==> src/rtl/gated_sr_sched.sv <==
// Purpose : round-robin two-port arbiter and setup/pulse/hold sequencer driving one gated SR latch.
// Latency : grant edge = cycle 0; ack in cycle PULSE_W+4 (SR_VERIFY_EN) or PULSE_W+3 (default).
// Backpressure: req/ack handshake; a requester holds req until its 1-cycle ack; next grant occurs in the ack cycle.
//
// Optional feature macro: SR_VERIFY_EN adds a CHECK state that compares q_in with the written value
// and reports the result on err in the ack cycle. Without it q_in is unused and err stays 0.
//
// Ports:
//   clk, rst_n           clock, synchronous active-low reset
//   req_a/cmd_a/ack_a    requester A handshake (cmd 1 = set, 0 = reset), ack is a 1-cycle pulse
//   req_b/cmd_b/ack_b    requester B handshake
//   q_in                 latch q fed back for readback
//   s_out/r_out/e_out    latch set / reset / enable
//   busy                 high whenever the sequencer is not IDLE
//   gnt_b                current or last granted requester (0 = A, 1 = B)
//   err                  readback mismatch, valid only in the ack cycle
//
// PULSE_W legal range is 1..255 (8-bit pulse counter).
module gated_sr_sched #(
  parameter int unsigned PULSE_W = 2
) (
  input  logic clk,
  input  logic rst_n,
  input  logic req_a,
  input  logic cmd_a,
  output logic ack_a,
  input  logic req_b,
  input  logic cmd_b,
  output logic ack_b,
  input  logic q_in,
  output logic s_out,
  output logic r_out,
  output logic e_out,
  output logic busy,
  output logic gnt_b,
  output logic err
);

`ifdef SR_VERIFY_EN
  typedef enum logic [2:0] {IDLE, SETUP, PULSE, HOLD, CHECK} state_t;
`else
  typedef enum logic [1:0] {IDLE, SETUP, PULSE, HOLD} state_t;
`endif

  localparam logic [7:0] PULSE_LOAD = 8'(PULSE_W - 1);

  state_t     state, state_nx;
  logic [7:0] cnt, cnt_nx;
  logic       cmd_r, cmd_nx;
  logic       gnt_nx;
  logic       ack_a_nx, ack_b_nx;
  logic       err_nx;
  logic       eff_a, eff_b, pick_b;
  logic       drive_nx;

`ifndef SR_VERIFY_EN
  // q_in has no consumer when readback is compiled out.
  logic unused_q;
  assign unused_q = q_in;
`endif

  // A requester whose ack is high this cycle is still holding req from the
  // finished write; it only counts as a new request from the next cycle.
  assign eff_a = req_a & ~ack_a;
  assign eff_b = req_b & ~ack_b;

  // B wins if it is the only requester, or on contention when A was granted last.
  assign pick_b = eff_b & (~eff_a | ~gnt_b);

  always_comb begin
    state_nx = state;
    cnt_nx   = cnt;
    cmd_nx   = cmd_r;
    gnt_nx   = gnt_b;
    ack_a_nx = 1'b0;
    ack_b_nx = 1'b0;
    err_nx   = 1'b0;

    case (state)
      IDLE: begin
        if (eff_a | eff_b) begin
          state_nx = SETUP;
          gnt_nx   = pick_b;
          cmd_nx   = pick_b ? cmd_b : cmd_a;
        end
      end
      SETUP: begin
        state_nx = PULSE;
        cnt_nx   = PULSE_LOAD;
      end
      PULSE: begin
        if (cnt == 8'd0) begin
          state_nx = HOLD;
        end else begin
          cnt_nx = cnt - 8'd1;
        end
      end
      HOLD: begin
`ifdef SR_VERIFY_EN
        state_nx = CHECK;
`else
        state_nx = IDLE;
        ack_a_nx = ~gnt_b;
        ack_b_nx = gnt_b;
`endif
      end
`ifdef SR_VERIFY_EN
      CHECK: begin
        state_nx = IDLE;
        ack_a_nx = ~gnt_b;
        ack_b_nx = gnt_b;
        err_nx   = q_in ^ cmd_r;
      end
`endif
      default: begin
        state_nx = IDLE;
      end
    endcase
  end

  // Outputs are decoded from the next state and registered, so each output
  // lines up with the state it belongs to and nothing is combinational from req/cmd.
  assign drive_nx = (state_nx == SETUP) || (state_nx == PULSE) || (state_nx == HOLD);

  always_ff @(posedge clk) begin
    if (!rst_n) begin
      state <= IDLE;
      cnt   <= 8'd0;
      cmd_r <= 1'b0;
      gnt_b <= 1'b1;
      ack_a <= 1'b0;
      ack_b <= 1'b0;
      err   <= 1'b0;
      s_out <= 1'b0;
      r_out <= 1'b0;
      e_out <= 1'b0;
      busy  <= 1'b0;
    end else begin
      state <= state_nx;
      cnt   <= cnt_nx;
      cmd_r <= cmd_nx;
      gnt_b <= gnt_nx;
      ack_a <= ack_a_nx;
      ack_b <= ack_b_nx;
      err   <= err_nx;
      s_out <= drive_nx & cmd_nx;
      r_out <= drive_nx & ~cmd_nx;
      e_out <= (state_nx == PULSE);
      busy  <= (state_nx != IDLE);
    end
  end

endmodule

==> config.mk <==
export PLATFORM = sky130hd
export DESIGN_NAME = gated_sr_sched
export DESIGN_NICKNAME = d
export VERILOG_FILES = /design/src/rtl/gated_sr_sched.sv
export SDC_FILE = /design/constraint.sdc
export NUM_CORES = 1
export LEC_CHECK = 0
export CORE_ASPECT_RATIO = 1.25
export CORE_MARGIN = 2
export CORE_UTILIZATION = 46
export DETAILED_ROUTE_END_ITERATION = 10
export GPL_ROUTABILITY_DRIVEN = 1
export PLACE_DENSITY = 0.81
export SYNTH_ARGS = -nofsm -noshare
export SYNTH_HDL_FRONTEND = slang
export SYNTH_SLANG_ARGS = --single-unit
export TNS_END_PERCENT = 30
==> constraint.sdc <==
create_clock -name clk -period 2 [get_ports clk]
set_clock_uncertainty 0.2 [all_clocks]
set_input_delay 0.4 -clock clk [delete_from_list [all_inputs] [get_ports clk]]
set_output_delay 0.4 -clock clk [all_outputs]
set_load 0.02 [all_outputs]
Word-level counts from Yosys, hierarchy flattened

Index checks and enable logic that the tools add are counted.
Widths: inputs -> output; s select.

Input bits: 7
Flip-flop bits (word level): 18

Equal/unequal tests: 7
Reductions and logical operators: 9
Bitwise logic cells: 12
Muxes and demuxes: 8
Add/sub/neg operators: 1

Operators by type and width:

| cell                | number |
|---|---|
| $pmux 8 s2          | 1 |
| $eq 2x2->1 const B  | 4 |
| $logic_not 8->1     | 1 |
| $mux 8              | 1 |
| $pmux 2 s4          | 1 |
| $sub 8x1->8 const B | 1 |
| $reduce_and 2->1    | 3 |
| $and 1x1->1         | 5 |
| $not 1->1           | 5 |
| $eq 2x1->1 const B  | 2 |
| $mux 2              | 2 |
| $reduce_bool 2->1   | 2 |
| $mux 1              | 3 |
| $logic_not 2->1     | 1 |
| $logic_or 1x1->1    | 2 |
| $ne 2x2->1 const B  | 1 |
| $or 1x1->1          | 2 |

Longest topological paths before layout

Depth in word-level cells: 10
Gate-level depth with buffers: 7

Least setup slack after synthesis

No wires, ideal clock.

Path type: register -> register
From: register state[0]
To: register cnt[7]
Stages on the path, launching flop included: 8
Data arrival time: 1.765 ns
Library setup time: 0.135 ns
Slack: -0.100 ns
Buffers on the path: 1
Path through: dfxtp_1 -> inv_1 -> ha_1 -> clkbuf_1 -> nor2_1 -> or4_4 -> o311ai_0 -> o41ai_1

Cells in the longest elaborated chain, start to end: 3
Elaborated cells between the ends (all ways): 6

Ends and longest elaborated chain:

| what                                                                    | line | source |
|---|---|---|
| from (decl)                                                             | 47   | `state_t state, state_nx;` |
| from (signal assigned)                                                  | 139  | `state <= state_nx;` |
| $eq 2x2->1 / $eq 2x1->1 (equally long branches)                         | 79   | `case (state)` |
| $ne 2x2->1 (no source line) / $reduce_bool 2->1 (equally long branches) | n/a  |  |
| $reduce_and 2->1 (no source line)                                       | n/a  |  |
| to (signal assigned)                                                    | 140  | `cnt <= cnt_nx;` |
| to (decl)                                                               | 48   | `logic [7:0] cnt, cnt_nx;` |

Parallel ways exist; a longest one is shown, timed or not.
A chain may end at the register's enable or synchronous reset.

Final worst setup path

From: register cnt[2]
To: register cnt[5]

Cells in the longest elaborated chain, start to end: 3
Elaborated cells between the ends (all ways): 6

Ends and longest elaborated chain:

| what                                                  | line |
|---|---|
| $sub 8x1->8 / $logic_not 8->1 (equally long branches) | 95, 92 |
| $mux 8 / $ne 2x2->1 (equally long branches)           | n/a |
| $pmux 8 s2 / $reduce_and 2->1 (equally long branches) | n/a |

Parallel ways exist; a longest one is shown, timed or not. The select of a mux whose other input is x is not followed.

==> reports/qor.csv <==
metric,value,unit
outcome,finished with violations,
violated checks,negative setup slack,
clock tree sinks,18,
worst hold slack,0.2980,ns
"IR drop worst, VDD",0.8310,mV
Yosys warnings,0,
Layout Utilization,62.09,%
P&R area growth vs syn,30.14,%
Register Area,364.1,um2
Core Rows,18,
Reg2Reg Setup Slack,-0.02,ns
Syn Inst Count,100,
Initial Util,47.71,%
Overflow after GRT,0,
# nets final,139,
vias in the first global route,823,
CTS tree,done,
width of the die,43.86,um
Pwr per Cell Area,1750,mW/mm2
start point of the critical path,cnt[2],
hold_buf cts,0,
WHS Path Cells,2,
# H-tree levels,1,
syn nets,113,
Critical Path RT,2.04,ns
final hold vios,0,
unrepaired setup endpoints after global routing,true,
Post-Syn Area per Cell,9.134,um2
fmax,495.1,MHz
final slew viol count,0,
initial antenna violation count,0,
CP Class,reg -> reg,
full die area,0.002360,mm2
worst path arrival time,2.06,ns
drt first-iter violations,7,
clk buf depth,2,
Reg2Reg Depth,4,
largest net degree at the start of global routing,10,
Cell variety after synth,40,
routed wire length,2.039,mm
core footprint,0.001914,mm2
synthesis-stage register bit count,18,
WL per Instance,14.16,um
Die H,53.82,um
Final HPWL DP,1.500,mm
type of the tightest min-delay check,reg -> reg,
PortBufs,12,
setup ws final,-0.01976,ns
clock root cell,clkbuf_4,
layout cells sized above 1,26.61,%
"CTS clk-pin slew, worst paths",0.10,ns
DR vias/cell,5.653,
ANT cells,0,
Total GRT Usage,20.24,%
critical path capture point type,register,
largest fanout on the critical path,5,
design area,0.001189,mm2
Final Setup Violations,1,
Post-CTS Setup Inserts,0,
P_leak,0.0004818,uW
Reg-to-Reg Start,cnt[2],
placed inst area,0.001130,mm2
drt pass-1 iters,4,
worst hold start,cnt[7],
first-pass GRT wire length,3.436,mm
Inserted Clock Buffers,3,
number of remaining DRC errors,0,
Placer Congestion,0.8715,
Max Cap Viol,0,
"Seq/Total Area, Yosys",39.45,%
reg2reg end,cnt[5],
Synth Cell Area,913.4,um2
Hold Path End,cnt[7],
Final Cycle Share,101.0,%
routed via count,814,
crit path time final,2.020,ns
Fillers,172,
insertion delay to the later sink of the worst-skew pair,0.30,ns
antenna-violating nets left,0,
area of the multi-input gates,541.8,um2
startpoint types,register,
I/O pin count,15,
-- sequential cells by signal, indices dropped and copies added (netlist names) --
name   flops
ack_a      1
e_out      1
busy       1
r_out      1
ack_b      1
s_out      1
state      2
cmd_r      1
cnt        8
gnt_b      1
-- where the power goes --
group          internal [uW]  switching [uW]  total (uW)
sequential               502             119         621
clock                   70.4             110         181
combinational            649             629        1280
-- worst max-delay path: stages (launching register included) --
cell,delay [ns]
dfxtp_1,0.38
or3_4,0.36
or4_4,0.52
or3_1,0.36
a21oi_1,0.14
-- kinds of logic (layout without fill, tap and decap cells) --
group / count (synthesis) / count (layout) / synth area share, %
adder cells (fa/ha/maj): 6 / 6 / 8.219
buffers and inverters: 10 / 34 / 4.521
AO/OA/AOI/OAI: 31 / 31 / 23.84
flip-flops: 18 / 18 / 39.45
XOR/XNOR: 2 / 2 / 1.918
AND/OR/NAND/NOR: 32 / 32 / 21.65
other: 1 / 1 / 0.4106
-- area by class of cell --
| type | instances | area share, % |
|---|---|---|
| repair buffers | 23 | 17.26 |
| flip-flops and latches | 18 | 30.63 |
| inverters | 8 | 2.526 |
| multi-input cells | 72 | 45.58 |
| well taps | 20 | 2.105 |
| clock buffers | 3 | 1.895 |
-- routing by layer --
metal / vias to the layer above / GRT usage, % / share of wire, %
met5: - / 0 / 0
met4: 0 / 11.62 / 2.7
met3: 5 / 4.027 / 2.6
met2: 12 / 34.80 / 53
met1: 384 / 23.11 / 41
li1: 413 / - / -
-- synth_stat cells (all sizes together) --
| library cell | instances | area [um2] |
|---|---|---|
| a2111oi | 1 | 15.01 |
| a211oi | 4 | 30.03 |
| a21boi | 2 | 15.01 |
| a21o | 1 | 7.510 |
| a21oi | 6 | 30.03 |
| a31o | 2 | 17.52 |
| a31oi | 1 | 6.260 |
| and2 | 1 | 6.260 |
| and3 | 1 | 7.510 |
| and3b | 1 | 8.760 |
| and4 | 1 | 8.760 |
| buf | 1 | 7.510 |
| clkbuf | 1 | 3.750 |
| conb | 1 | 3.750 |
| dfxtp | 18 | 360.4 |
| ha | 6 | 75.07 |
| inv | 8 | 30.03 |
| nand2 | 2 | 7.510 |
| nand2b | 1 | 6.260 |
| nand3b | 2 | 15.01 |
| nor2 | 10 | 37.54 |
| nor2b | 2 | 12.51 |
| nor3 | 1 | 5.000 |
| nor3b | 2 | 15.01 |
| nor4 | 1 | 6.260 |
| o21a | 2 | 15.01 |
| o21ai | 6 | 30.03 |
| o221ai | 1 | 8.760 |
| o22ai | 1 | 6.260 |
| o311a | 1 | 10.01 |
| o311ai | 1 | 8.760 |
| o41ai | 2 | 17.52 |
| or2 | 1 | 6.260 |
| or3 | 3 | 25.03 |
| or3b | 1 | 8.760 |
| or4 | 1 | 11.26 |
| or4b | 1 | 10.01 |
| xnor2 | 2 | 17.52 |
-- what timing repair did --
| item | in CTS | in global routing |
|---|---|---|
| endpoints found under the setup margin | 4 | 10 |
| endpoints found under the hold margin | 0 | 0 |
| pin swaps | 1 | 2 |
| resized for setup | 4 | 10 |
-- worst max path at each step --
stage	endpoint	slack, ns
6_report	cnt[5]	-0.02
2_1_floorplan	cnt[6]	-0.02
3_3_place_gp	cnt[6]	-0.03
5_1_grt	cnt[5]	-0.09
3_5_place_dp	cnt[6]	-0.06
4_1_cts	cnt[5]	-0.01
-- layout by cell type, fill, tap and decap left out, types with 3 or more instances in the layout --
| cell | instances |
|---|---|
| dfxtp_1 | 15 |
| nor2_1 | 10 |
| o21ai_0 | 6 |
| clkbuf_4 | 3 |
| buf_4 | 11 |
| dfxtp_2 | 3 |
| inv_1 | 6 |
| clkdlybuf4s50_1 | 11 |
| a21oi_1 | 6 |
| ha_1 | 3 |
| a211oi_1 | 3 |
-- stage by stage --
stage                     setup WS, ns  power, uW  instances  TNS [ns]
after floorplan               -0.02119       1358        100  -0.02842
after global placement        -0.02861       1754        141  -0.02861
after detailed placement      -0.06056       1810        141   -0.1031
after CTS                     -0.01157       2023        144  -0.01157
after global routing          -0.08546       2275        144   -0.1484
final                         -0.01976       2080        144  -0.01976
Power figures use the tool's default switching activity.
==> patch, RTL diff (same flow settings) <==
The 4 states of `state_t` get a one-hot encoding in 4 bits.
--- a/src/rtl/gated_sr_sched.sv
+++ b/src/rtl/gated_sr_sched.sv
@@ -39,7 +39,7 @@
 `ifdef SR_VERIFY_EN
   typedef enum logic [2:0] {IDLE, SETUP, PULSE, HOLD, CHECK} state_t;
 `else
-  typedef enum logic [1:0] {IDLE, SETUP, PULSE, HOLD} state_t;
+  typedef enum logic [3:0] {IDLE = 4'b0001, SETUP = 4'b0010, PULSE = 4'b0100, HOLD = 4'b1000} state_t;
 `endif
 
   localparam logic [7:0] PULSE_LOAD = 8'(PULSE_W - 1);
Function: same outputs for any inputs over 10 cycles, from zero or initial values and one cycle with rst_n low; not proved beyond that.
==> patch against the original RTL <==
- die area fell by 3.8%
- sequential share of layout area rose by 5.9 points
- worst setup slack improved by 100 ps
- design area fell by 7.7%
- count of clock-buffer cells in the layout rose by 1
- synthesized area fell by 4.1%
- sequential cell count rose by 2
- wire length fell by 15%
- utilization fell by 0.68 points
- critical endpoint unchanged
- highest routed layer unchanged
Power is not compared: it rests on default switching activity, and its combinational part moved more than twofold at a synthesized area within 25%.
==> patch: results (changes against the original RTL) <==
Outcome: finished, final reports clean (was finished, violations left)
Global-route wire length before repair: 2.99 mm (was 3.44 mm)
Dpl hpwl: 1.32 mm (was 1.50 mm)
Layout Cells excl Fill: 135 (was 144)
Critical Path AT: 1970 ps (was 2060 ps)
Synth top area cells: dfxtp_1 46%, nor2_1 6.9%, inv_1 4.3% (was dfxtp_1 39%, ha_1 8.2%, nor2_1 4.1%)
Vias in the first global route: 733 (was 823)
Starting DRT DRC Count: 14 (was 7)
Syn Nets: 106 (was 113)
Main flop type after synthesis: dfxtp_1 (unchanged)
Synth Area in XOR/XNOR: 4.00% (was 1.92%)
Synth Area in Compound Gates: 17.3% (was 23.8%)
CTS root buffer: clkbuf_4 (unchanged)
DP Worst Slack: 40.9 ps (was -60.6 ps)
Tot GR Track Use: 18.0% (was 20.2%)
Sequential share of the synthesized area: 45.7% (was 39.5%)
Adder-Cell Fraction of Synth Area: 1.43% (was 8.22%)
Post-synthesis cell type count: 34 (was 40)
Cell family with most CP delay: compound AO/OA/AOI/OAI gates (was simple AND/OR/NAND/NOR gates)
GPL Wtd Cong: 0.848 (was 0.872)
Largest net degree at the start of global routing: 12 (was 10)
Clk_lat worst skew: 300 ps (about the same)
Mapped Cells: 98 (was 100)
Vias per cell: 5.41 (was 5.65)
DRT Wirelength: 1.74 mm (was 2.04 mm)
Lkg Pwr: 0.460 nW
Fill count: 144 (was 172)
Post-synth top cells: 20 x dfxtp_1, 16 x nor2_1, 10 x inv_1 (was 18 x dfxtp_1, 10 x nor2_1, 8 x inv_1)
Largest stage delay on the critical path: 580 ps (was 520 ps)
Top Registers: cnt x8, state x4 (was cnt x8, state x2)
Htree depth: 1 (unchanged)
NumNets Final: 125 (was 139)
Post-synthesis mux area share: 2.29% (was 0%)
Layout cell share with drive strength beyond 1: 15.5% (was 26.6%)
CP max-delay cell: or4_1 (was or4_4)
-- patch: layout make-up --
| type | count | area share (%) |
|---|---|---|
| Timing Repair Buffer | 19 | 15.7 |
| Sequential cell | 20 | 36.5 |
| Tap cell | 19 | 2.17 |
| Clock buffer | 4 | 3.31 |
| Multi-Input combinational cell | 63 | 38.9 |
| Inverter | 10 | 3.42 |
-- patch: worst register-to-register path, delay by kind of cell, from the launching register on --
family | cells | cell delay [ps]
AOI/OAI and AO/OA | 3 | 770
and+or+nand+nor | 1 | 580
DFF | 1 | 320
-- patch: stage by stage --
stage	cell area, um^2	utilization (%)	power [mW]
after CTS	1080	60.7	0.789
after global routing	1100	61.4	0.820
after global placement	1050	58.7	0.552
after floorplan	876	-	0.507
final	1100	61.4	0.781
after detailed placement	1050	58.7	0.558
-- patch: cell families (layout without fill, tap and decap cells) --
logic type,after synthesis,count (layout)
simple gates,36,36
compound gates,19,19
flops,20,20
mux,2,2
buf+inv,15,33
fa+ha+maj,1,1
other cells,1,1
xor+xnor,4,4
-- patch: per-layer routing --
layer / global-route usage, % / wire [um]
met3: 2.41 / 75
met5: 0 / 0
met4: 13.1 / 67
met1: 19.4 / 752
met2: 31.8 / 848
-- patch: repair_timing --
action	4_1_cts	5_1_grt
endpoints found under the setup margin	0	3
hold buffers	0	0
resized for setup	0	2
setup buffers	0	0
-- patch: path summary, 6_finish.rpt --
kind,from,endpoint,slack (ps),depth (start not counted)
worst max-delay path,cnt[2],cnt[5],80,4
worst min-delay path,gnt_b,ack_a,260,1
worst max register to register,cnt[2],cnt[5],80,4
worst min register to register,gnt_b,ack_a,260,1
-- patch: power groups by stage --
stage | Clock, mW | Sequential [mW] | Combinational [mW]
2_1_floorplan | 0 | 0.451 | 0.0560
3_3_place_gp | 0 | 0.440 | 0.112
3_5_place_dp | 0 | 0.441 | 0.116
4_1_cts | 0.239 | 0.432 | 0.117
5_1_grt | 0.255 | 0.435 | 0.130
6_report | 0.231 | 0.432 | 0.118
